--- src/rtl/fb_access_ctrl.sv ---
// fb_access_ctrl: double-buffered frame buffer write arbitration, clear engine, front/back swap and VGA read addressing
module fb_access_ctrl #(
  parameter int H_RES    = 640,
  parameter int V_RES    = 480,
  parameter int FB_WORDS = 307200,
  parameter int ADDR_W   = 20
) (
  input  logic              clk,
  input  logic              rst,
  input  logic              pix_valid,
  output logic              pix_ready,
  input  logic [9:0]        pix_x,
  input  logic [8:0]        pix_y,
  input  logic [1:0]        pix_r,
  input  logic [1:0]        pix_g,
  input  logic [1:0]        pix_b,
  input  logic              clear_req,
  input  logic [5:0]        clear_color,
  output logic              clear_busy,
  input  logic              swap_req,
  output logic              swap_pending,
  input  logic              vblank,
  input  logic [9:0]        vga_x,
  input  logic [8:0]        vga_y,
  output logic              front_sel,
  output logic [ADDR_W-1:0] read_addr,
  output logic              we_2,
  output logic [ADDR_W-1:0] write_addr,
  output logic [1:0]        data_in_r,
  output logic [1:0]        data_in_g,
  output logic [1:0]        data_in_b
);
  typedef enum logic {S_IDLE, S_CLEAR} state_t;
  state_t r_state, w_next;
  logic [ADDR_W-1:0] r_cnt;
  logic [5:0] r_color;
  logic r_vb_d;
  logic w_idle, w_pix_in, w_pix_wr, w_vga_in, w_swap, w_clear_last;
  logic [ADDR_W-1:0] w_back, w_front, w_pix_off, w_vga_off;
  assign w_idle       = r_state == S_IDLE;
  assign w_back       = front_sel ? '0 : ADDR_W'(FB_WORDS);
  assign w_front      = front_sel ? ADDR_W'(FB_WORDS) : '0;
  assign w_pix_in     = pix_x < 10'(H_RES) && pix_y < 9'(V_RES);
  assign w_vga_in     = vga_x < 10'(H_RES) && vga_y < 9'(V_RES);
  assign w_pix_off    = ADDR_W'(pix_y) * ADDR_W'(H_RES) + ADDR_W'(pix_x);
  assign w_vga_off    = ADDR_W'(vga_y) * ADDR_W'(H_RES) + ADDR_W'(vga_x);
  assign w_pix_wr     = pix_valid && pix_ready && w_pix_in;
  assign w_clear_last = r_cnt == ADDR_W'(FB_WORDS - 1);
  // swap only while idle, on a fresh vblank rise, for a request registered before this cycle
  assign w_swap       = vblank && !r_vb_d && swap_pending && w_idle;
  // state register
  always_ff @(posedge clk or posedge rst)
    if (rst) r_state <= S_IDLE;
    else r_state <= w_next;
  // next state: clear_req only honoured while idle, clear ends after the last word
  always_comb
    w_next = w_idle ? (clear_req ? S_CLEAR : S_IDLE) : (w_clear_last ? S_IDLE : S_CLEAR);
  // combinational handshake output
  always_comb
    pix_ready = w_idle;
  // write port: clear engine owns it in CLEAR, accepted in-range pixels otherwise
  always_ff @(posedge clk or posedge rst)
    if (rst) begin
      we_2 <= 1'b0;
      write_addr <= '0;
      {data_in_r, data_in_g, data_in_b} <= '0;
    end else begin
      we_2 <= !w_idle || w_pix_wr;
      if (!w_idle) begin
        write_addr <= w_back + r_cnt;
        {data_in_r, data_in_g, data_in_b} <= r_color;
      end else if (w_pix_wr) begin
        write_addr <= w_back + w_pix_off;
        {data_in_r, data_in_g, data_in_b} <= {pix_r, pix_g, pix_b};
      end
    end
  // clear engine: colour and counter captured on clear start, counter walks the back buffer
  always_ff @(posedge clk or posedge rst)
    if (rst) begin
      r_cnt <= '0;
      r_color <= '0;
      clear_busy <= 1'b0;
    end else begin
      clear_busy <= w_next == S_CLEAR;
      if (w_idle && clear_req) begin
        r_cnt <= '0;
        r_color <= clear_color;
      end else if (!w_idle) r_cnt <= r_cnt + 1'b1;
    end
  // swap bookkeeping and vblank edge register
  always_ff @(posedge clk or posedge rst)
    if (rst) begin
      r_vb_d <= 1'b0;
      front_sel <= 1'b0;
      swap_pending <= 1'b0;
    end else begin
      r_vb_d <= vblank;
      front_sel <= front_sel ^ w_swap;
      swap_pending <= !w_swap && (swap_pending || swap_req);
    end
  // VGA read address into the front buffer, base only when off-screen
  always_ff @(posedge clk or posedge rst)
    if (rst) read_addr <= '0;
    else read_addr <= w_front + (w_vga_in ? w_vga_off : '0);
endmodule

--- config.mk ---
export PLATFORM = sky130hd
export DESIGN_NAME = fb_access_ctrl
export DESIGN_NICKNAME = d
export VERILOG_FILES = /design/src/rtl/fb_access_ctrl.sv
export SDC_FILE = /design/constraint.sdc
export NUM_CORES = 1
export LEC_CHECK = 0
export BUFFER_PORTS_ARGS = -buffer_cell sky130_fd_sc_hd__buf_4
export CAP_MARGIN = 20
export CORE_AREA = 2 2 103 105
export DETAILED_ROUTE_END_ITERATION = 10
export DIE_AREA = 0 0 105 107
export HOLD_SLACK_MARGIN = 0.03
export PLACE_DENSITY = 0.75
export SLEW_MARGIN = 20
export SYNTH_ARGS = -nofsm -noshare
export SYNTH_HDL_FRONTEND = slang
export SYNTH_SLANG_ARGS = --single-unit
--- constraint.sdc ---
create_clock -name clk -period 2.2 [get_ports clk]
set_input_delay 0.11 -clock clk [delete_from_list [all_inputs] [get_ports clk]]
set_output_delay 0.11 -clock clk [all_outputs]
set_load 0.02 [all_outputs]
==> results of run 1 <==
-- repair_timing --
item                                    CTS  global route
endpoints found under the setup margin   14            15
hold buffers                             17             0
hold endpoints to repair                 54             0
setup buffers                             5             7
pin swaps                                35            26
resized for setup                        29            21
-- area by class of cell --
cell class                 count  area share, %
clock buffer                   9           1.73
clock inverter                 7           1.35
sequential                    77           26.9
tap                          136           2.38
inverter                      22           1.17
multi-input combinational    388           43.4
timing repair buffer         205           23.1
-- layer usage --
layer	GRT usage [%]	vias up	share of wire, %
li1	-	2223	-
met1	26.9	2140	42
met2	40.1	139	50
met3	5.71	18	6.4
met4	7.62	0	1.7
met5	0	-	0
-- through the flow --
step,instance area (um2),util [%]
6_report,7160,71.0
3_5_place_dp,6470,64.1
3_3_place_gp,6470,64.1
5_1_grt,7160,71.0
4_1_cts,7010,69.4
2_1_floorplan,5000,-
-- synth_stat cells (all sizes together) (7+ instances only) --
library cell	n
o211ai	9
ha	47
nand3	19
nor2	34
xor2	16
a21o	9
clkbuf	15
o31ai	7
nand2	44
nand4	8
xnor2	19
and3	15
dfrtp	77
a21oi	25
o21ai	47
mux2i	15
inv	22
-- power by group through the flow --
stage          clock network, uW  logic [uW]  registers (uW)
2_1_floorplan                  0         969            2180
3_3_place_gp                   0        2030            1970
3_5_place_dp                   0        2090            1980
4_1_cts                     1210        2230            1960
5_1_grt                     1270        2550            2000
6_report                    1190        2330            1970
-- tightest hold or removal path: stages --
cell     delay (ns)
buf_4          0.08
mux2i_1        0.05
o21ai_0        0.12
-- state kept, by name, summed over array words and instances (netlist names) --
register and count:
data_in_g 2, r_vb_d 1, data_in_r 2, data_in_b 2, clear_busy 1, front_sel 1
read_addr 20, we_2 1, r_cnt 20, swap_pending 1, r_color 6, write_addr 20
-- path summary, 6_finish.rpt --
path | start | end | slack [ns] | depth (start not counted)
min | pix_b[0] | data_in_b[0]$_DFFE_PP0P_ | 0.04 | 3
max in group asynchronous | rst | write_addr[17]$_DFFE_PP0P_ | 1.16 | 4
min in group asynchronous | rst | r_cnt[0]$_DFFE_PP0P_ | 0.41 | 3
max reg2reg | front_sel$_DFF_PP0_ | write_addr[19]$_DFFE_PP0P_ | 0 | 8
max | vga_y[3] | read_addr[19]$_DFF_PP0_ | -0.81 | 17
min reg2reg | r_color[3]$_DFFE_PP0P_ | data_in_g[1]$_DFFE_PP0P_ | 0.48 | 2
-- cells by family (layout without fill, tap and decap cells) --
logic type | after synthesis | in the layout | synth area share, %
simple gates | 144 | 144 | 14.7
flops | 77 | 77 | 39.3
xor+xnor | 35 | 35 | 6.41
buf+inv | 39 | 243 | 3.17
mux | 21 | 21 | 4.44
compound gates | 135 | 135 | 17.5
fa+ha+maj | 53 | 53 | 14.4
==> flow_metrics.py, run 1 <==
metrics = {
    "setup_path": {
        "cp-start-kind": "input pin",
        "cp_cell_sequence": "buf_6 -> ha_4 -> ha_4 -> inv_2 -> fa_1 -> and2b_2 -> and3_4 -> and3_4 -> a31oi_1 -> o22ai_1 -> a211oi_2 -> xor2_1 -> nor2_1 -> ha_1 -> nor3b_2 -> o21a_2 -> a41o_1",
        "timing.critical_path.buf_inv": 2,
        "crit_family": "adder cells",
        "worstPathMaxFanout": 3,
        "critPathArrivalTime_ns": 3.24,
        "slowest_stage": "fa_1",
        "critical_path_required_ns": 2.43,
        "crit_type": "input pin to register",
        "crit_path_max_incr_delay_ns": 0.49,
        "cp-end-kind": "register",
    },
    "clocking": {
        "clock_path_buffers": 2,
        "cts-buffers-inserted": 9,
        "clk-insertion-delay-late_ns": 0.35,
        "htree_levels": 3,
        "cts_root_buf": "clkbuf_8",
        "clkSinkCount": 77,
        "cts_tree": "built",
        "clkTransAtPathRegs_ns": 0.09,
    },
    "power": {
        "p_sw_uw": 1960,
        "leakagePower_uw": 0.00348,
        "power.density_mw_per_mm2": 766,
        "vdd_drop_max_v": 0.000424,
        "total_power_uw": 5490,
        "p_int_uw": 3520,
        "pwr-share-comb_pct": 42.5,
        "p_clk_share_pct": 21.6,
        "p_sw_share_pct": 35.8,
        "sequentialPowerShare_pct": 35.9,
    },
    "synthesis": {
        "ys_types": 64,
        "yosysTopAreaCell": "dfrtp_1",
        "synth_top_cell_area_share_pct": 39.3,
        "ys_seq_elements": 77,
        "synth-edff-count": 0,
        "syn_area_mm2": 0.00490,
        "async_flop_share_pct": 100,
        "synthFlopType": "dfrtp_1",
        "yosys_warnings": 0,
        "ys_seq_area_share_pct": 39.3,
        "synth_nets": 613,
        "synthTopCellsByArea": "dfrtp_1 (39%), ha_1 (12%), o21ai_0 (4.6%)",
        "avgSynthCellArea_um2": 9.72,
        "postSynthCellCount": 504,
    },
    "grt": {
        "grtUsageTotal_pct": 22.7,
        "grt_max_degree": 53,
        "antenna_found_initial": 0,
        "grt_pass1_vias": 4492,
        "gr-total-overflow": 0,
        "grt_pass1_wl_mm": 20.6,
    },
    "sta": {
        "setup_slack_ns": -0.808,
        "post-route-min-period_ns": 3.01,
        "hold_ws_ns": 0.0403,
        "grt_setup_unrepaired": "true",
        "setup-tns-final_ns": -5.20,
        "maxSlewHeadroom_pct": 54.0,
        "fin_skew_ns": 0.0106,
        "slew_violations": 0,
        "worstMarginPinSlew_ns": 0.690,
        "max_freq_mhz": 332,
        "setup_viol": 14,
        "finalHoldViolCount": 0,
        "fin_crit_sh_pct": 137,
    },
    "cells_and_area": {
        "multi_input_area_mm2": 0.00311,
        "nNetsFinal": 812,
        "n_fill_cell": 741,
        "most-common-layout-cells": "buf_4 (174), dfrtp_1 (77), nand2_1 (43), o21ai_0 (37), ha_1 (37)",
        "final_common_cell": "buf_4",
        "area_growth_pct": 46.1,
        "drive_gt1_share_pct": 37.7,
        "stdcell_count": 844,
        "num_antenna_cells": 0,
        "ff_latch_area_mm2": 0.00193,
    },
    "placement": {
        "gp_congestion": 0.818,
        "numPortBuffers": 106,
        "placed_cells": 802,
        "pre_cts_slack_ns": -1.36,
        "dp_hpwl_mm": 8.91,
    },
    "die": {
        "io_pins": 107,
        "die-area_mm2": 0.0112,
        "start_util_pct": 48.6,
        "design.core.area_mm2": 0.0101,
        "die_height_um": 107,
        "die_w_um": 105,
        "fp-row-count": 37,
    },
    "detailed_routing": {
        "wl_per_cell_um": 14.8,
        "ant_nets": 0,
        "via_per_inst": 5.36,
        "routed_wl_mm": 12.5,
        "drt_iter0_drc": 191,
        "via_count": 4520,
        "dr.pass1.iters": 4,
        "drc": 0,
    },
    "outcome": {
        "status": "finished, violations left",
        "violations": "setup timing",
    },
    "job": {
        "drv_cap": 0,
    },
    "worst_hold_path": {
        "holdCritPathClass": "input pin to register",
    },
}
Note: power is estimated with default switching activity, not from simulation.
==> inputs of run 2 (changes only) <==
GPL_TIMING_DRIVEN = 0   (was default)
SETUP_SLACK_MARGIN = 0.15   (was default)
==> flow_metrics.py, run 2 (synthesis gave the netlist of run 1 again) <==
metrics = {
    "setup_path": {
        "crit_family": "adder cells",
        "crit_type": "input pin to register",
        "crit_path_max_incr_delay_ns": 0.48,
        "cp_cell_sequence": "buf_8 -> ha_4 -> ha_4 -> inv_2 -> fa_1 -> and2b_2 -> and3_4 -> and3_4 -> a31oi_1 -> o22ai_1 -> a211oi_2 -> xor2_1 -> nor2_1 -> ha_1 -> nor3b_2 -> o21a_2 -> a41o_1",
        "cp-end-kind": "register",
        "worstPathMaxFanout": 3,
        "slowest_stage": "fa_1",
        "crit_start": "vga_y[1]",
        "timing.critical_path.buf_inv": 2,
        "critical_path_required_ns": 2.44,
        "cp-start-kind": "input pin",
        "r2r_start": "front_sel$_DFF_PP0_",
        "critPathArrivalTime_ns": 3.32,
    },
    "sta": {
        "grt_setup_unrepaired": "true",
        "setup_slack_ns": -0.877,
        "slew_violations": 0,
        "post-route-min-period_ns": 3.08,
        "fin_crit_sh_pct": 140,
        "fin_skew_ns": 0.0117,
        "maxSlewHeadroom_pct": 48.3,
        "setup-tns-final_ns": -5.34,
        "setup_viol": 13,
        "finalHoldViolCount": 0,
        "worstMarginPinSlew_ns": 0.775,
        "max_freq_mhz": 325,
    },
    "cells_and_area": {
        "final_common_cell": "buf_4",
        "ff_latch_area_mm2": 0.00193,
        "top_regs": "r_cnt x20, read_addr x20, write_addr x20",
        "drive_gt1_share_pct": 31.6,
        "n_fill_cell": 796,
        "nNetsFinal": 769,
        "most-common-layout-cells": "buf_4 (118), dfrtp_1 (75), nand2_1 (43), o21ai_0 (38), ha_1 (38)",
        "area_growth_pct": 37.4,
        "multi_input_area_mm2": 0.00307,
        "fin_util_pct": 66.7,
        "num_antenna_cells": 0,
    },
    "worst_hold_path": {
        "min_from": "pix_x[4]",
        "holdCritPathClass": "input pin to register",
    },
    "placement": {
        "gp_congestion": 0.844,
        "numPortBuffers": 106,
        "dp_hpwl_mm": 8.91,
        "pre_cts_slack_ns": -1.41,
    },
    "clocking": {
        "cts-buffers-inserted": 9,
        "cts_root_buf": "clkbuf_8",
        "clkSinkCount": 77,
        "clk-insertion-delay-late_ns": 0.36,
        "clkTransAtPathRegs_ns": 0.09,
        "cts_tree": "built",
        "htree_levels": 3,
        "clock_path_buffers": 2,
    },
    "die": {
        "design.core.area_mm2": 0.0101,
        "die-area_mm2": 0.0112,
        "die_height_um": 107,
        "start_util_pct": 48.6,
        "die_w_um": 105,
        "io_pins": 107,
        "fp-row-count": 37,
    },
    "grt": {
        "grtUsageTotal_pct": 22.4,
        "gr-total-overflow": 0,
        "grt_pass1_wl_mm": 20.3,
        "antenna_found_initial": 0,
        "grt_pass1_vias": 4391,
        "grt_max_degree": 36,
    },
    "detailed_routing": {
        "dr.pass1.iters": 4,
        "drc": 0,
        "ant_nets": 0,
        "via_count": 4396,
        "wl_per_cell_um": 15.5,
        "routed_wl_mm": 12.4,
        "drt_iter0_drc": 206,
        "via_per_inst": 5.49,
    },
    "outcome": {
        "status": "finished, violations left",
        "violations": "setup timing",
    },
    "power": {
        "vdd_drop_max_v": 0.000387,
        "leakagePower_uw": 0.00318,
        "power.density_mw_per_mm2": 768,
    },
    "job": {
        "drv_cap": 0,
    },
}
-- run 2: cell types whose count changed in the layout (fill, tap and decap cells not counted), moves of 3 or more --
cell	delta
buf_6	-6
clkinv_2	-3
clkbuf_1	+13
buf_4	-56
clkinvlp_4	+4
-- run 2: power breakdown --
part,switching [uW],internal (uW)
clock,558,539
combinational,1120,990
sequential,242,1720
-- run 2: tightest hold or removal path, cell delays in order --
cell,delay [ns]
buf_4,0.08
mux2i_1,0.05
o21ai_0,0.13
-- run 2: final timing paths --
path | to | slack, ns | depth (start not counted)
max in group asynchronous | write_addr[15]$_DFFE_PP0P_ | 1.20 | 5
setup reg to reg | write_addr[18]$_DFFE_PP0P_ | -0.10 | 11
hold reg to reg | data_in_b[0]$_DFFE_PP0P_ | 0.48 | 2
setup / recovery | read_addr[19]$_DFF_PP0_ | -0.88 | 17
min in group asynchronous | read_addr[2]$_DFF_PP0_ | 0.29 | 3
hold / removal | write_addr[4]$_DFFE_PP0P_ | 0.05 | 3
-- run 2: metrics by stage --
stage / hold slack (ns) / instance area (um2) / cells / power [uW]
final: 0.0462 / 6730 / 801 / 5170
after global routing: 0.0473 / 6730 / 801 / 5510
after CTS: 0.0314 / 6590 / 795 / 5060
after detailed placement: 0.128 / 6010 / 748 / 3840
after global placement: 0.227 / 5970 / 746 / 3770
after floorplan: 0.141 / 5000 / 504 / 3150
-- run 2: cell type report --
cell class	instances	area share [%]
buffer	17	1.11
clock buffer	9	1.84
clock inverter	7	1.19
inverter	22	1.34
multi-input combinational	388	45.7
sequential	77	28.7
tap	136	2.53
timing repair buffer	145	17.7
-- run 2: repair_timing --
item / 4_1_cts / 5_1_grt
resized for setup: 22 / 24
buffers inserted: 12 / 6
endpoints found under the hold margin: 34 / 0
hold buffers: 19 / 0
pin swaps: 22 / 16
endpoints found under the setup margin: 22 / 18
-- run 2: layer usage --
layer | vias to the layer above | track usage, % | share of wire [%]
li1 | 2137 | - | -
met1 | 2122 | 27.2 | 43
met2 | 127 | 39.1 | 51
met3 | 10 | 5.17 | 5.5
met4 | 0 | 8.19 | 1.0
met5 | - | 0 | 0
